`src/rtl/io_port_pkg.sv`:
```
// io_port_pkg: register offsets, STATUS CHG bit index and default window base for io_port
package io_port_pkg;
  localparam logic [31:0] IO_BASE_ADDR_DEFAULT = 32'h0000_1000;
  localparam logic [3:0] IO_LED_OFS = 4'h0;
  localparam logic [3:0] IO_SW_OFS = 4'h4;
  localparam logic [3:0] IO_STATUS_OFS = 4'h8;
  localparam logic [3:0] IO_IEN_OFS = 4'hC;
  localparam int IO_CHG_BIT = 0;
endpackage

```
`src/rtl/sw_debouncer.sv`:
```
// sw_debouncer: 2-flop sync + candidate/counter debounce; ports clk, reset, d_i (async in), stab_o (accepted value), changed_o (1-cycle pulse on the edge stab_o changes)
module sw_debouncer #(
  parameter int W = 8,
  parameter int D = 4
) (
  input  logic         clk,
  input  logic         reset,
  input  logic [W-1:0] d_i,
  output logic [W-1:0] stab_o,
  output logic         changed_o
);
  localparam int CW = $clog2(D + 1);
  localparam logic [CW-1:0] CMAX = CW'(D - 1);
  logic [W-1:0] s1_q, s2_q, cand_q, stab_q;
  logic [CW-1:0] cnt_q;
  logic hold, done;
  assign hold = s2_q == cand_q;
  assign done = hold && cnt_q >= CMAX;
  assign changed_o = done && cand_q != stab_q;
  assign stab_o = stab_q;
  always_ff @(posedge clk) begin
    if (reset) begin
      s1_q <= '0;
      s2_q <= '0;
      cand_q <= '0;
      cnt_q <= '0;
      stab_q <= '0;
    end else begin
      s1_q <= d_i;
      s2_q <= s1_q;
      if (!hold) begin
        cand_q <= s2_q;
        cnt_q <= '0;
      end else if (!done) cnt_q <= cnt_q + 1'b1;
      else stab_q <= cand_q;
    end
  end
endmodule

```
`src/rtl/io_port.sv`:
```
// io_port: switch/LED MMIO peripheral (LED, SW, STATUS.CHG w1c, IEN under IO_PORT_IRQ_EN); ports clk, reset, addr, wdata, we, re, rdata, sel, sw, leds_out, irq
module io_port
  import io_port_pkg::*;
#(
  parameter logic [31:0] BASE_ADDR = IO_BASE_ADDR_DEFAULT,
  parameter int DEBOUNCE_CYCLES = 4
) (
  input  logic        clk,
  input  logic        reset,
  input  logic [31:0] addr,
  input  logic [31:0] wdata,
  input  logic        we,
  input  logic        re,
  output logic [31:0] rdata,
  output logic        sel,
  input  logic [7:0]  sw,
  output logic [7:0]  leds_out,
  output logic        irq
);
  logic [7:0] led_q, led_d, stab;
  logic chg_q, chg_d, changed, wr, ien_rd, unused;
  logic [3:0] ofs;
  logic [31:0] reg_val;
  sw_debouncer #(.W(8), .D(DEBOUNCE_CYCLES)) u_deb (
    .clk(clk),
    .reset(reset),
    .d_i(sw),
    .stab_o(stab),
    .changed_o(changed)
  );
  assign ofs = {addr[3:2], 2'b00};
  assign sel = addr[31:4] == BASE_ADDR[31:4];
  assign wr = we && sel;
  assign led_d = (wr && ofs == IO_LED_OFS) ? wdata[7:0] : led_q;
  // a new debounced value landing beats a coincident write-1-to-clear
  assign chg_d = changed | (chg_q & ~(wr && ofs == IO_STATUS_OFS && wdata[IO_CHG_BIT]));
  assign unused = ^{wdata[31:8], addr[1:0]};
  always_ff @(posedge clk) begin
    if (reset) begin
      led_q <= '0;
      chg_q <= 1'b0;
    end else begin
      led_q <= led_d;
      chg_q <= chg_d;
    end
  end
`ifdef IO_PORT_IRQ_EN
  logic ien_q, ien_d;
  assign ien_d = (wr && ofs == IO_IEN_OFS) ? wdata[0] : ien_q;
  always_ff @(posedge clk) begin
    if (reset) ien_q <= 1'b0;
    else ien_q <= ien_d;
  end
  assign ien_rd = ien_q;
  assign irq = chg_q & ien_q;
`else
  assign ien_rd = 1'b0;
  assign irq = 1'b0;
`endif
  always_comb begin
    reg_val = ofs == IO_LED_OFS ? {24'b0, led_q} :
              ofs == IO_SW_OFS ? {24'b0, stab} :
              ofs == IO_STATUS_OFS ? (32'(chg_q) << IO_CHG_BIT) : {31'b0, ien_rd};
    rdata = (re && sel) ? reg_val : 32'b0;
  end
  assign leds_out = led_q;
endmodule

```
`config.mk`:
```
export PLATFORM = sky130hd
export DESIGN_NAME = io_port
export DESIGN_NICKNAME = d
export VERILOG_FILES = /design/src/rtl/io_port_pkg.sv /design/src/rtl/sw_debouncer.sv /design/src/rtl/io_port.sv
export SDC_FILE = /design/constraint.sdc
export NUM_CORES = 1
export LEC_CHECK = 0
export CAP_MARGIN = 10
export CORE_MARGIN = 2
export CORE_UTILIZATION = 40
export CTS_CLUSTER_DIAMETER = 100
export DETAILED_ROUTE_END_ITERATION = 6
export PLACE_DENSITY = 0.86
export SLEW_MARGIN = 5
export SYNTH_ARGS = -nofsm -noshare
export SYNTH_HDL_FRONTEND = slang
export SYNTH_SLANG_ARGS = --single-unit
export TNS_END_PERCENT = 30
```
`constraint.sdc`:
```
create_clock -name clk -period 5.4 [get_ports clk]
set_input_delay 1.62 -clock clk [delete_from_list [all_inputs] [get_ports clk]]
set_output_delay 1.62 -clock clk [all_outputs]
set_load 0.02 [all_outputs]
```
==> results.yml <==
global_routing:
  antenna_found_initial: 0
  grt.total_usage_pct: 15.29
  overflow: 0
  grt_pass1_vias: 1578
  grt_pass1_wl_um: 7389
  grt_max_degree: 24
critical_path:
  r2r-start: "u_deb.cnt_q[0]"
  critPathMaxFanout: 7
  worstPathRequired_ns: 3.78
  worst-setup-path-type: "in -> out"
  start_kind: "input pin"
  slowest_stage: "clkdlybuf4s50_1"
  max_stage_delay_ns: 0.63
  crit_start: "addr[6]"
  path_cells: "clkdlybuf4s50_1 -> nor4_2 -> and4_2 -> nand4b_4 -> nor2_1 -> clkdlybuf4s50_1"
  arrival_ns: 3.67
  cpMostUsedCell: "clkdlybuf4s50_1"
  end_kind: "primary output"
timing:
  setup_tns_ns: 0
  max_slew_margin_pct: 62.34
  skew_ns: 0.004857
  setup_viol: 0
  min_period_ns: 5.289
  rsz0062_at_grt: "false"
  fmax_mhz: 189.1
  worstMarginPinSlew_ns: 0.5632
  maxSlewViolCount: 0
  hold_violations: 0
  period_share_pct: 97.95
route:
  via_count: 1716
  drtIter0Drc: 74
  dr.pass1.iters: 4
  wl_per_cell_um: 12.31
  vias_per_cell: 4.714
  ant_nets: 0
  wirelength_um: 4480
  drc: 0
flow_run:
  cap_violations: 0
pwr:
  power_leakage_nw: 1.164
  finalPower_mw: 0.6136
  p_per_area_nw_per_um2: 214.9
  irDropWorstVdd_mv: 0.1894
finish:
  diodes: 0
  final_cells: 364
  drive_above_1_share_pct: 7.823
  syn_to_final_growth_pct: 35.59
  layout.nets: 372
synthesis:
  seq_area_frac_synth_pct: 41.83
  postSynthCellCount: 224
  synth_common_cells: "44 x dfxtp_1, 27 x buf_4, 24 x nor2b_1"
  synth.largest_area_cell: "dfxtp_1"
  netlist-cell-type-count: 37
  synth_area_leaders: "dfxtp_1 42%, buf_4 9.6%, mux2i_1 7.6%"
  synthSimpleGateAreaFrac_pct: 24.60
  synth_edf_count: 0
  yosysWarnings: 0
  syn-cell-area_um2: 2106
  synth-compound-area-share_pct: 6.298
  yosys.area_share.xor_xnor_pct: 6.655
  ys_ff_latch: 44
  yosysMostFrequentCell: "dfxtp_1"
  synth_top_family_by_area: "simple AND/OR/NAND/NOR gates"
  yosysTopAreaCellShare_pct: 41.83
  synth-async-reset-ratio_pct: 0
  synth.avg_cell_area_um2: 9.401
  synthFlopType: "dfxtp_1"
  synthMuxAreaShare_pct: 7.605
  synth-adder-area-share_pct: 1.188
placement:
  dp_hpwl_um: 3567
  place_congestion: 0.7628
  numPortBuffers: 66
  dp.cells: 357
clock_network:
  cts_root_buf: "clkbuf_8"
  cts_hold_buf: 0
  htree_levels: 2
  clock_latency_ns: 0.29
  cts_buffers: 5
  clockBufferDepth: 2
  cts_tree: "done"
  clk_pin_slew_ns: 0.08
  cts.sinks: 44
floorplanning:
  coreArea_um2: 5107
  rows: 26
  die_x_um: 76.56
  die_height_um: 76.56
  initial_core_util_pct: 41.23
  io_pins: 118
  die-area_um2: 5861
worst_hold_path:
  holdCritStartpoint: "u_deb.s1_q[2]"
  hold_class: "reg -> reg"
status:
  outcome: "complete, no violations"
[logic make-up after synthesis]
kind of cell | count (synthesis)
AND/OR/NAND/NOR | 85
AO/OA/AOI/OAI | 24
other | 1
XOR/XNOR | 16
buffers and inverters | 36
multiplexers | 16
adder cells (fa/ha/maj) | 2
flip-flops | 44
[power by group]
group / total, mW / internal, mW / switching (mW) / leakage (nW)
Sequential: 0.337 / 0.332 / 0.00485 / 0.359
Combinational: 0.0834 / 0.0453 / 0.0381 / 0.765
Clock: 0.193 / 0.0875 / 0.106 / 0.0400
Total: 0.614 / 0.465 / 0.149 / 1.16
[area by class of cell]
| class | instances | area [um2] |
|---|---|---|
| fill | 472 | 2252 |
| multi-input combinational | 168 | 1077 |
| sequential | 44 | 880.8 |
| timing repair buffer | 73 | 720.7 |
| tap | 70 | 87.58 |
| clock buffer | 5 | 68.82 |
| clock inverter | 2 | 12.51 |
| inverter | 2 | 7.507 |
[cell usage in the layout (no fill, tap or decap)]
master and instances:
ha_1 2, and4_1 1, a211oi_1 2, nand4b_4 1
inv_1 1, and4b_1 1, dlymetal6s2s_1 3, clkinv_1 1
nand3_2 1, mux2i_1 16, xnor2_1 8, nor2_1 9
nor3b_1 1, nor4_2 4, buf_4 7, nand3_1 8
dfxtp_1 44, nand2_1 17, nor2b_1 24, nand3b_1 2
clkbuf_8 5, nor4b_2 1, a32o_1 1, nand4_1 4
and3_2 1, nor4_1 5, and4_2 1, clkinvlp_4 1
nor3_1 1, or3_1 1, o21ai_0 10, clkinv_2 1
a21oi_1 10, xor2_1 8, and2_1 1, and3_1 1
clkdlybuf4s50_1 63, conb_1 25, o31ai_1 1
[flip-flops by register name, summed over array words and instances (netlist names)]
name,flops
leds_out,8
u_deb.cand_q,8
u_deb.s1_q,8
u_deb.s2_q,8
u_deb.stab_o,8
u_deb.cnt_q,3
chg_q,1
[layer usage]
layer / wire, um / GRT usage, % / part of all wire, %
met1: 1887 / 19.46 / 42
met2: 2364 / 26.11 / 53
met3: 188 / 3.199 / 4.2
met4: 40 / 4.364 / 0.89
met5: 0 / 0 / 0
[through the flow]
| stage | setup WS, ns | instance area, um2 | hold WS [ns] | util [%] |
|---|---|---|---|---|
| after detailed placement | 0.04864 | 2759 | 0.4246 | 54.02 |
| after global routing | 0.003035 | 2855 | 0.4583 | 55.90 |
| final | 0.1105 | 2855 | 0.4401 | 55.90 |
| after global placement | 0.1068 | 2759 | 0.4170 | 54.02 |
| after CTS | 0.04398 | 2840 | 0.4429 | 55.61 |
| after floorplan | 0.9816 | 2196 | 0.4138 | - |
[worst paths after layout]
| path | endpoint | slack, ns | cells after the start |
|---|---|---|---|
| hold / removal | u_deb.s2_q[2] | 0.44 | 1 |
| setup / recovery | rdata[7] | 0.11 | 6 |
| hold reg to reg | u_deb.s2_q[2] | 0.44 | 1 |
| setup reg to reg | chg_q | 3.70 | 6 |
[worst max-delay path: cells and delay by family]
family	cells	cell delay [ns]
buffers and inverters	2	1.06
AND/OR/NAND/NOR	4	0.99
[timing repair]
action	in CTS	in global routing
buffers inserted	0	0
resized for setup	0	5
setup endpoints to repair	0	8
(Power assumes the default switching activity.)
